<file path="src/rtl/monitor_pkg.sv">
// Shared definitions for the CPU boot monitor: state encodings,
// command/reply byte values and the transfer-length helper.
package monitor_pkg;

  // Main command sequencer states
  typedef enum logic [3:0] {
    S_IDLE,
    S_GETAH,
    S_GETAL,
    S_GETLEN,
    S_LOAD,
    S_RDADDR,
    S_RDW1,
    S_RDW2,
    S_TXSEND,
    S_TXWAIT,
    S_RUN,
    S_RUNWAIT,
    S_ACK
  } mon_state_e;

  // Byte-send helper states
  typedef enum logic [1:0] {
    T_IDLE,
    T_SEND,
    T_HOLD,
    T_WAIT
  } tx_state_e;

  // Command opcodes
  localparam logic [7:0] CMD_LOAD = 8'h4C;  // 'L'
  localparam logic [7:0] CMD_DUMP = 8'h44;  // 'D'
  localparam logic [7:0] CMD_RUN  = 8'h52;  // 'R'

  // Reply bytes
  localparam logic [7:0] RPL_OK   = 8'h4B;  // 'K'
  localparam logic [7:0] RPL_HALT = 8'h48;  // 'H'
  localparam logic [7:0] RPL_ERR  = 8'h3F;  // '?'

  // A length byte of zero stands for a full 256-byte transfer.
  function automatic logic [8:0] len_to_count(input logic [7:0] len);
    return (len == 8'd0) ? 9'd256 : {1'b0, len};
  endfunction

endpackage

</file>
<file path="src/rtl/cpu_monitor_if.sv">
// Bundle of the UART, RAM and CPU-control signals seen by the boot monitor.
// "master" is the monitor side, "slave" is the surrounding system.
interface cpu_monitor_if #(
  parameter int ADDR_WIDTH = 9
);
  logic [7:0]            rx_byte;
  logic                  received;
  logic [7:0]            tx_byte;
  logic                  transmit;
  logic                  is_transmitting;
  logic [ADDR_WIDTH-1:0] mem_raddr;
  logic [7:0]            mem_dread;
  logic [ADDR_WIDTH-1:0] mem_waddr;
  logic [7:0]            mem_dwrite;
  logic                  mem_write_en;
  logic                  cpu_run;
  logic [ADDR_WIDTH-1:0] cpu_startaddr;
  logic                  cpu_halted;
  logic                  cpu_active;

  modport master (
    input  rx_byte, received, is_transmitting, mem_dread, cpu_halted,
    output tx_byte, transmit, mem_raddr, mem_waddr, mem_dwrite, mem_write_en,
           cpu_run, cpu_startaddr, cpu_active
  );

  modport slave (
    output rx_byte, received, is_transmitting, mem_dread, cpu_halted,
    input  tx_byte, transmit, mem_raddr, mem_waddr, mem_dwrite, mem_write_en,
           cpu_run, cpu_startaddr, cpu_active
  );
endinterface

</file>
<file path="src/rtl/monitor_tx.sv">
// Byte-send helper: waits for the UART transmitter to be idle, issues a
// one-cycle send strobe, holds one cycle so the busy flag can rise, then
// waits for the transmitter to drain and pulses done_o.
module monitor_tx
  import monitor_pkg::*;
(
  input  logic       clk,
  input  logic       rst,
  input  logic       start_i,
  input  logic [7:0] byte_i,
  input  logic       is_transmitting_i,
  output logic       transmit_o,
  output logic [7:0] tx_byte_o,
  output logic       done_o
);

  tx_state_e  state_q;
  logic       transmit_q;
  logic       done_q;
  logic [7:0] byte_q;

  // Send sequencer with registered strobe and completion outputs
  always_ff @(posedge clk) begin
    if (rst) begin
      state_q    <= T_IDLE;
      transmit_q <= 1'b0;
      done_q     <= 1'b0;
      byte_q     <= 8'h00;
    end else begin
      transmit_q <= 1'b0;
      done_q     <= 1'b0;
      case (state_q)
        T_IDLE: begin
          if (start_i) begin
            byte_q  <= byte_i;
            state_q <= T_SEND;
          end
        end
        T_SEND: begin
          if (!is_transmitting_i) begin
            transmit_q <= 1'b1;
            state_q    <= T_HOLD;
          end
        end
        // Busy flag lags the strobe by a cycle; do not sample it yet.
        T_HOLD: begin
          state_q <= T_WAIT;
        end
        T_WAIT: begin
          if (!is_transmitting_i) begin
            done_q  <= 1'b1;
            state_q <= T_IDLE;
          end
        end
        default: begin
          state_q <= T_IDLE;
        end
      endcase
    end
  end

  assign transmit_o = transmit_q;
  assign tx_byte_o  = byte_q;
  assign done_o     = done_q;

endmodule

</file>
<file path="src/rtl/cpu_monitor.sv">
// Host-side boot monitor: parses L/D/R command bytes from the UART, loads
// and dumps RAM, launches the CPU and reports its halt. Ownership of RAM
// and UART passes to the CPU while cpu_active is high.
// Optional feature macro: MONITOR_DUMP_EN enables the 'D' (dump) command
// and its RAM read path; without it 'D' is answered with '?' and
// mem_raddr is held at zero.
module cpu_monitor
  import monitor_pkg::*;
#(
  parameter int ADDR_WIDTH = 9
) (
  input logic           clk,
  input logic           rst,
  cpu_monitor_if.master bus
);

  mon_state_e            state_q;
  logic [7:0]            cmd_q;
  logic [7:0]            ah_q;
  logic [ADDR_WIDTH-1:0] addr_q;
  logic [8:0]            cnt_q;
  logic                  tx_start_q;
  logic [7:0]            tx_data_q;
  logic [ADDR_WIDTH-1:0] mem_waddr_q;
  logic [7:0]            mem_dwrite_q;
  logic                  mem_write_en_q;
  logic                  cpu_run_q;
  logic [ADDR_WIDTH-1:0] cpu_startaddr_q;
  logic                  cpu_active_q;
  logic                  tx_done_s;
  logic [15:0]           addr_full_s;
  logic [ADDR_WIDTH-1:0] addr_rx_s;

  // Full 16-bit address from the two argument bytes, truncated to RAM size
  assign addr_full_s = {ah_q, bus.rx_byte};
  assign addr_rx_s   = ADDR_WIDTH'(addr_full_s);

`ifdef MONITOR_DUMP_EN
  logic [ADDR_WIDTH-1:0] mem_raddr_q;
`endif

  // Command sequencer: decode, argument collection, load/dump/run control
  always_ff @(posedge clk) begin
    if (rst) begin
      state_q         <= S_IDLE;
      cmd_q           <= 8'h00;
      ah_q            <= 8'h00;
      addr_q          <= '0;
      cnt_q           <= 9'd0;
      tx_start_q      <= 1'b0;
      tx_data_q       <= 8'h00;
      mem_waddr_q     <= '0;
      mem_dwrite_q    <= 8'h00;
      mem_write_en_q  <= 1'b0;
      cpu_run_q       <= 1'b0;
      cpu_startaddr_q <= '0;
      cpu_active_q    <= 1'b0;
`ifdef MONITOR_DUMP_EN
      mem_raddr_q     <= '0;
`endif
    end else begin
      mem_write_en_q <= 1'b0;
      cpu_run_q      <= 1'b0;
      tx_start_q     <= 1'b0;
      case (state_q)
        S_IDLE: begin
          if (bus.received) begin
            cmd_q <= bus.rx_byte;
            if ((bus.rx_byte == CMD_LOAD) || (bus.rx_byte == CMD_RUN)) begin
              state_q <= S_GETAH;
            end
`ifdef MONITOR_DUMP_EN
            else if (bus.rx_byte == CMD_DUMP) begin
              state_q <= S_GETAH;
            end
`endif
            else begin
              tx_data_q  <= RPL_ERR;
              tx_start_q <= 1'b1;
              state_q    <= S_ACK;
            end
          end
        end
        S_GETAH: begin
          if (bus.received) begin
            ah_q    <= bus.rx_byte;
            state_q <= S_GETAL;
          end
        end
        S_GETAL: begin
          if (bus.received) begin
            addr_q <= addr_rx_s;
            if (cmd_q == CMD_RUN) begin
              cpu_startaddr_q <= addr_rx_s;
              state_q         <= S_RUN;
            end else begin
              state_q <= S_GETLEN;
            end
          end
        end
        S_GETLEN: begin
          if (bus.received) begin
            cnt_q <= len_to_count(bus.rx_byte);
`ifdef MONITOR_DUMP_EN
            state_q <= (cmd_q == CMD_LOAD) ? S_LOAD : S_RDADDR;
`else
            state_q <= S_LOAD;
`endif
          end
        end
        // Write strobe lands in the cycle after each data byte arrives.
        S_LOAD: begin
          if (bus.received) begin
            mem_write_en_q <= 1'b1;
            mem_waddr_q    <= addr_q;
            mem_dwrite_q   <= bus.rx_byte;
            addr_q         <= addr_q + 1'b1;
            cnt_q          <= cnt_q - 9'd1;
            if (cnt_q == 9'd1) begin
              tx_data_q  <= RPL_OK;
              tx_start_q <= 1'b1;
              state_q    <= S_ACK;
            end
          end
        end
`ifdef MONITOR_DUMP_EN
        S_RDADDR: begin
          mem_raddr_q <= addr_q;
          state_q     <= S_RDW1;
        end
        S_RDW1: begin
          state_q <= S_RDW2;
        end
        // RAM data is valid two clocks after the address edge.
        S_RDW2: begin
          tx_data_q  <= bus.mem_dread;
          tx_start_q <= 1'b1;
          state_q    <= S_TXSEND;
        end
        S_TXSEND: begin
          state_q <= S_TXWAIT;
        end
        S_TXWAIT: begin
          if (tx_done_s) begin
            if (cnt_q == 9'd1) begin
              state_q <= S_IDLE;
            end else begin
              addr_q  <= addr_q + 1'b1;
              cnt_q   <= cnt_q - 9'd1;
              state_q <= S_RDADDR;
            end
          end
        end
`endif
        S_RUN: begin
          cpu_run_q    <= 1'b1;
          cpu_active_q <= 1'b1;
          state_q      <= S_RUNWAIT;
        end
        // A halt coinciding with the start pulse belongs to a previous run.
        S_RUNWAIT: begin
          if (bus.cpu_halted && !cpu_run_q) begin
            cpu_active_q <= 1'b0;
            tx_data_q    <= RPL_HALT;
            tx_start_q   <= 1'b1;
            state_q      <= S_ACK;
          end
        end
        S_ACK: begin
          if (tx_done_s) begin
            state_q <= S_IDLE;
          end
        end
        default: begin
          state_q <= S_IDLE;
        end
      endcase
    end
  end

  monitor_tx u_tx (
    .clk               (clk),
    .rst               (rst),
    .start_i           (tx_start_q),
    .byte_i            (tx_data_q),
    .is_transmitting_i (bus.is_transmitting),
    .transmit_o        (bus.transmit),
    .tx_byte_o         (bus.tx_byte),
    .done_o            (tx_done_s)
  );

  assign bus.mem_waddr     = mem_waddr_q;
  assign bus.mem_dwrite    = mem_dwrite_q;
  assign bus.mem_write_en  = mem_write_en_q;
  assign bus.cpu_run       = cpu_run_q;
  assign bus.cpu_startaddr = cpu_startaddr_q;
  assign bus.cpu_active    = cpu_active_q;
`ifdef MONITOR_DUMP_EN
  assign bus.mem_raddr     = mem_raddr_q;
`else
  assign bus.mem_raddr     = '0;
`endif

endmodule

</file>
<file path="src/flat_wrapper.sv">
// flat-port wrapper written by rule: the top's interface ports become plain ports
module cpu_monitor_flat import monitor_pkg::*;
#(
  parameter int ADDR_WIDTH = 9
)
  (clk, rst, bus_rx_byte, bus_received, bus_is_transmitting, bus_mem_dread, bus_cpu_halted, bus_tx_byte, bus_transmit, bus_mem_raddr, bus_mem_waddr, bus_mem_dwrite, bus_mem_write_en, bus_cpu_run, bus_cpu_startaddr, bus_cpu_active);
  cpu_monitor_if #(.ADDR_WIDTH(ADDR_WIDTH)) bus_i ();
  input logic clk;
  input logic rst;
  input wire logic [$bits(bus_i.rx_byte)-1:0] bus_rx_byte;
  input wire logic [$bits(bus_i.received)-1:0] bus_received;
  input wire logic [$bits(bus_i.is_transmitting)-1:0] bus_is_transmitting;
  input wire logic [$bits(bus_i.mem_dread)-1:0] bus_mem_dread;
  input wire logic [$bits(bus_i.cpu_halted)-1:0] bus_cpu_halted;
  output wire logic [$bits(bus_i.tx_byte)-1:0] bus_tx_byte;
  output wire logic [$bits(bus_i.transmit)-1:0] bus_transmit;
  output wire logic [$bits(bus_i.mem_raddr)-1:0] bus_mem_raddr;
  output wire logic [$bits(bus_i.mem_waddr)-1:0] bus_mem_waddr;
  output wire logic [$bits(bus_i.mem_dwrite)-1:0] bus_mem_dwrite;
  output wire logic [$bits(bus_i.mem_write_en)-1:0] bus_mem_write_en;
  output wire logic [$bits(bus_i.cpu_run)-1:0] bus_cpu_run;
  output wire logic [$bits(bus_i.cpu_startaddr)-1:0] bus_cpu_startaddr;
  output wire logic [$bits(bus_i.cpu_active)-1:0] bus_cpu_active;
  assign bus_i.rx_byte = bus_rx_byte;
  assign bus_i.received = bus_received;
  assign bus_i.is_transmitting = bus_is_transmitting;
  assign bus_i.mem_dread = bus_mem_dread;
  assign bus_i.cpu_halted = bus_cpu_halted;
  assign bus_tx_byte = bus_i.tx_byte;
  assign bus_transmit = bus_i.transmit;
  assign bus_mem_raddr = bus_i.mem_raddr;
  assign bus_mem_waddr = bus_i.mem_waddr;
  assign bus_mem_dwrite = bus_i.mem_dwrite;
  assign bus_mem_write_en = bus_i.mem_write_en;
  assign bus_cpu_run = bus_i.cpu_run;
  assign bus_cpu_startaddr = bus_i.cpu_startaddr;
  assign bus_cpu_active = bus_i.cpu_active;
  cpu_monitor #(.ADDR_WIDTH(ADDR_WIDTH)) u_core (.clk(clk), .rst(rst), .bus(bus_i));
endmodule
</file>
<file path="config.mk">
export PLATFORM = sky130hd
export DESIGN_NAME = cpu_monitor_flat
export DESIGN_NICKNAME = d
export VERILOG_FILES = /design/src/rtl/monitor_pkg.sv /design/src/rtl/cpu_monitor_if.sv /design/src/rtl/monitor_tx.sv /design/src/rtl/cpu_monitor.sv /design/src/flat_wrapper.sv
export SDC_FILE = /design/constraint.sdc
export NUM_CORES = 1
export LEC_CHECK = 0
export BUFFER_PORTS_ARGS = -buffer_cell sky130_fd_sc_hd__buf_2
export CORE_MARGIN = 5
export CORE_UTILIZATION = 40
export CTS_CLUSTER_DIAMETER = 120
export DETAILED_ROUTE_END_ITERATION = 16
export PLACE_DENSITY = 0.67
export SYNTH_ARGS = -nofsm -noshare
export SYNTH_HDL_FRONTEND = slang
export SYNTH_HIERARCHICAL = 1
export SYNTH_SLANG_ARGS = --single-unit
export TNS_END_PERCENT = 30
</file>
<file path="constraint.sdc">
create_clock -name clk -period 1.7 [get_ports clk]
set_input_delay 0.34 -clock clk [delete_from_list [all_inputs] [get_ports clk]]
set_output_delay 0.34 -clock clk [all_outputs]
set_load 0.1 [all_outputs]
</file>
* Word-level counts from Yosys, hierarchy flattened *
Index checks and enable logic that the tools add are counted.

word-level totals
  logic and storage cells = 111
  register bits after elaboration = 81

cells by class
  $add $sub $neg = 2
  mux-type cells = 39
  reductions and logical operators = 24
  equality and inequality tests = 26
  bitwise operators = 3

operator list
  cell                                              count
  two-way mux 9 bit                                 5
  two-way mux 4 bit                                 10
  two-way mux 8 bit                                 5
  one-hot mux 9 bit (2 select lines)                2
  one-hot mux 4 bit (8 select lines)                1
  == test 8 x 7 -> 1 bit, second input constant     3
  one-hot mux 8 bit (3 select lines)                1
  != test 2 bit, second input constant              9
  == test 4 bit, second input constant              3
  AND reduction 3 bit                               4
  AND reduction 2 bit                               5
  adder 9 x 1 -> 9 bit, second input constant       1
  == test 9 x 1 -> 1 bit, second input constant     1
  two-way mux 1 bit                                 9
  subtractor 9 x 1 -> 9 bit, second input constant  1
  == test 4 x 2 -> 1 bit, second input constant     2
  zero test 8 bit                                   1
  one-hot mux 2 bit (4 select lines)                1
  AND reduction 8 bit                               1
  two-way mux 2 bit                                 3
  != test 2 x 1 -> 1 bit, second input constant     3
  AND reduction 6 bit                               1
  nonzero test 2 bit                                3
  OR reduction 2 bit                                3
  other kinds (13)                                  16

* Logic depth before layout (Yosys ltp) *
  word-level depth = 5
  mapped depth = 7

* By module *
The synthesis kept the hierarchy.

by module, submodules not included
  module       area an instance (µm²)  times used  cells each
  cpu_monitor  3161.8                  1           373
  monitor_tx   526.8                   1           57

* Worst setup path after synthesis *
OpenSTA, ideal clock, no wires.

  path type = register to register
  start point = register u_core.cpu_run_q, in the netlist u_core/bus.cpu_run
  end point = register u_core.tx_data_q[6]
  setup time = 0.122 ns
  required time = 1.578 ns
  arrival time = 1.642 ns
  cell stages (with the launch flop) = 4
  setup slack = -0.063 ns
  period minus slack after synthesis = 1.763 ns
  cells stage by stage = dfxtp_1 > nor2b_1 > and3_1 > o311a_1

between the ends
  word-level cells in the longest chain between the ends = 4

ends and longest elaborated chain
  element                                  RTL line            RTL
  from (decl)                              cpu_monitor.sv:27   logic cpu_run_q;
  from (signal assigned)                   cpu_monitor.sv:55   cpu_run_q <= 1'b0;
  from (signal assigned)                   cpu_monitor.sv:63   cpu_run_q <= 1'b0;
  from (signal assigned)                   cpu_monitor.sv:156  cpu_run_q <= 1'b1;
  zero test 1 bit                          cpu_monitor.sv:162  if (bus.cpu_halted && !cpu_run_q) begin
  logical AND 1 bit                        cpu_monitor.sv:162
  != test 2 x 1 -> 1 bit (no source line)  n/a
  AND reduction 6 bit (no source line)     n/a
  to (signal assigned)                     cpu_monitor.sv:78   tx_data_q <= RPL_ERR;
  to (signal assigned)                     cpu_monitor.sv:120  tx_data_q <= RPL_OK;
  to (signal assigned)                     cpu_monitor.sv:164  tx_data_q <= RPL_HALT;
  to (decl)                                cpu_monitor.sv:23   logic [7:0] tx_data_q;

No other way between the ends.
A chain may end at the register's enable or synchronous reset.

* Worst setup path in the final report *
  start point = register u_core.state_q[0]
  end point = register u_core.tx_data_q[6]

between the ends
  word-level cells in the longest chain between the ends = 3
  elaborated cells between the ends (all ways) = 11

ends and longest elaborated chain
  element                                                                RTL line            RTL
  from (decl)                                                            cpu_monitor.sv:17   mon_state_e state_q;
  from (signal assigned)                                                 cpu_monitor.sv:45   state_q <= S_IDLE;
  from (signal assigned)                                                 cpu_monitor.sv:70   state_q <= S_GETAH;
  from (signal assigned)                                                 cpu_monitor.sv:80   state_q <= S_ACK;
  == test 4 bit, or another cell as far along                            cpu_monitor.sv:65   case (state_q)
  != test 2 x 1 -> 1 bit (no source line), or another cell as far along  n/a
  AND reduction 6 bit (no source line)                                   n/a
  to (signal assigned)                                                   cpu_monitor.sv:51   tx_data_q <= 8'h00;
  to (signal assigned)                                                   cpu_monitor.sv:78
  to (signal assigned)                                                   cpu_monitor.sv:120

Several ways; a longest one is shown, not always the timed one.

==> flow_metrics.env <==
export IMPL_crit_required_ns=1.94
export IMPL_ctsLongestPathBuffers=2
export IMPL_hpwl_um=6970
export IMPL_ys_seq_area_share_pct=41.8
export IMPL_cts_num_sinks=77
export IMPL_run_status="finished, final reports clean"
export IMPL_stdcell_area_sq_um=4560
export IMPL_dp_cells=618
export IMPL_hp_class="in2reg"
export IMPL_rsz0062_at_grt="true"
export IMPL_tightest_slew_ns=0.545
export IMPL_worstSetupStartpointType="flip-flop"
export IMPL_cts_inserted_buffers=9
export IMPL_critical_path_buf_inv_count=0
export IMPL_tritoncts="done"
export IMPL_cp_arrival_ns=1.94
export IMPL_antenna_found_initial=0
export IMPL_setup_slack_ns=0.00145
export IMPL_synth_area_leaders="dfxtp_1 (42%), a21oi_1 (6.1%), nand2_1 (5.6%)"
export IMPL_critical_path_class="reg2reg"
export IMPL_place_gp_congestion=0.857
export IMPL_synth_edf_count=0
export IMPL_synth_cells=430
export IMPL_path_clk_slew_ns=0.08
export IMPL_avgSynthCellArea_sq_um=8.58
export IMPL_syn_to_final_growth_pct=23.7
export IMPL_die_w_um=106
export IMPL_grt_ovfl_total=0
export IMPL_synth_cell_type_count=62
export IMPL_ir_worst_vdd_mv=0.639
export IMPL_finalSetupViolCount=0
export IMPL_crit_family="compound AO/OA/AOI/OAI gates"
export IMPL_slew_headroom_pct=63.5
export IMPL_tns_ns=0
export IMPL_final_net_count=549
export IMPL_drc=0
export IMPL_hold_violations=0
export IMPL_io_pin_count=68
export IMPL_start_util_pct=40.5
export IMPL_vias=3458
export IMPL_cts_hold_buf=0
export IMPL_wl_per_cell_um=14.8
export IMPL_cts_root_buf="clkbuf_8"
export IMPL_final_core_util_pct=50.1
export IMPL_holdWs_ns=0.181
export IMPL_coreArea_sq_um=9110
export IMPL_slowest_stage="or4b_4"
export IMPL_clkLatencyLatePin_ns=0.35
export IMPL_max_freq_mhz=589
export IMPL_track_usage_pct=17.1
export IMPL_yosysMostFrequentCell="dfxtp_1"
export IMPL_crit_path_cell_trace="or4b_4 > a31o_1 > o2111a_2 > o311a_1"
export IMPL_powerDensity_nw_per_um2=1490
export IMPL_grt_pass1_wl_um=15700
export IMPL_num_rows=35
export IMPL_critPathMaxFanout=5
export IMPL_synth_warnings=6
export IMPL_leakagePower_nw=1.99
export IMPL_via_per_inst=5.45
export IMPL_async_reset_ff_share_pct=0
export IMPL_synth_main_ff_cell="dfxtp_1"
export IMPL_grt_max_degree=37
export IMPL_h_tree_depth=3
export IMPL_die_area_sq_um=11200
export IMPL_fp_dieH_um=106
export IMPL_drv_cap=0
export IMPL_clock_skew_ns=0.0105
export IMPL_cp_slowest_stage_delay_ns=0.56
export IMPL_wl_um=9400
export IMPL_dp_slack_ns=-0.163
export IMPL_synth_area_sq_um=3690
export IMPL_dr_pass1_iters=5
export IMPL_drive_above_1_share_pct=26.3
export IMPL_antenna_cells=0
export IMPL_finalCriticalPeriod_ns=1.70
export IMPL_p_total_mw=6.81
export IMPL_drv_slew=0
export IMPL_yosysTopAreaCellShare_pct=41.8
export IMPL_netlist_top_cells_count="dfxtp_1 (77), nand2_1 (55), a21oi_1 (45), nor2_1 (31)"
export IMPL_post_route_period_util_pct=99.9
export IMPL_ys_ff_latch=77
export IMPL_instances_no_fill=635
export IMPL_postRouteAntennaNets=0
export IMPL_grt_pass1_vias=3429
export IMPL_end_kind="flip-flop"
export IMPL_drt_iter0_drc=179
export IMPL_io_buffers=50
export IMPL_dpl_cell_area_sq_um=4310
export IMPL_synth_area_leader_cell="dfxtp_1"
[registers in the layout (all words and copies together) (netlist names), 2 cells and up]
name                      cells
u_core/bus.mem_waddr          9
u_core/addr_q                 9
u_core/bus.cpu_startaddr      9
u_core/u_tx/tx_byte_o         8
u_core/u_tx/state_q           2
u_core/bus.mem_dwrite         8
u_core/cmd_q                  8
u_core/state_q                4
u_core/cnt_q                  9
u_core/tx_data_q              4
[path summary, 6_finish.rpt]
| path | startpoint | endpoint | slack, ns | depth (start not counted) |
|---|---|---|---|---|
| setup / recovery | u_core/state_q[0]$_SDFFE_PP0P_ | u_core/tx_data_q[6]$_SDFFE_PP0P_ | 0.001 | 4 |
| hold / removal | bus_is_transmitting | u_core/u_tx/transmit_o$_SDFF_PP0_ | 0.18 | 2 |
| setup reg to reg | u_core/state_q[0]$_SDFFE_PP0P_ | u_core/tx_data_q[6]$_SDFFE_PP0P_ | 0.001 | 4 |
| hold reg to reg | u_core/bus.cpu_active$_SDFFE_PP0P_ | u_core/bus.cpu_active$_SDFFE_PP0P_ | 0.45 | 1 |
[layout by cell type, fill, tap and decap left out, types with 7 or more instances in the layout]
cell type and count:
and2_1 7, ha_1 8, buf_2 50, dfxtp_1 76, clkbuf_8 9, o21ai_0 13
o21ai_1 11, nor3_1 10, buf_4 50, nor2_1 31, nand2_1 55, nand3_1 18
a21oi_1 45, mux2i_1 18, conb_1 10, inv_1 9
[metal layers]
metal  vias up  global-route usage (%)  part of all wire, %
met3        16                    4.01                  4.1
met5         -                       0                    0
met2        72                    30.0                   50
met4         0                    6.38                  1.6
li1       1708                       -                    -
met1      1662                    20.2                   45
[worst register-to-register path, cell delays in order (launching register included)]
cell      delay [ns]
dfxtp_1         0.32
or4b_4          0.56
a31o_1          0.23
o2111a_2        0.19
o311a_1         0.29
[repair_timing]
| item | CTS | global route |
|---|---|---|
| resized for setup | 2 | 15 |
| buffers inserted | 0 | 2 |
| endpoints found under the setup margin | 5 | 17 |
| pin swaps | 0 | 3 |
| gates cloned | 0 | 0 |
[cells by family after synthesis]
group / share of synthesized area (%)
AOI/OAI and AO/OA: 18.6
buffers and inverters: 6.72
adders and majority gates: 2.71
other: 0.102
and+or+nand+nor: 25.0
muxes: 4.88
DFF: 41.8
xor gates and xnor gates: 0.237
[where the power goes]
part / internal (mW) / switching [mW] / total [mW]
clock: 0.531 / 0.690 / 1.22
sequential: 2.09 / 0.217 / 2.31
combinational: 1.28 / 2.00 / 3.28
[cell type report]
class                           instances  area [sq um]
Clock buffer                           10           128
Fill cell                             890          4540
Tap cell                              111           139
Clock inverter                          5          36.3
Multi-Input combinational cell        317          1990
Timing Repair Buffer                  105           691
Inverter                               10          37.5
Sequential cell                        77          1540
No activity file was read; power rests on OpenSTA's default activity.
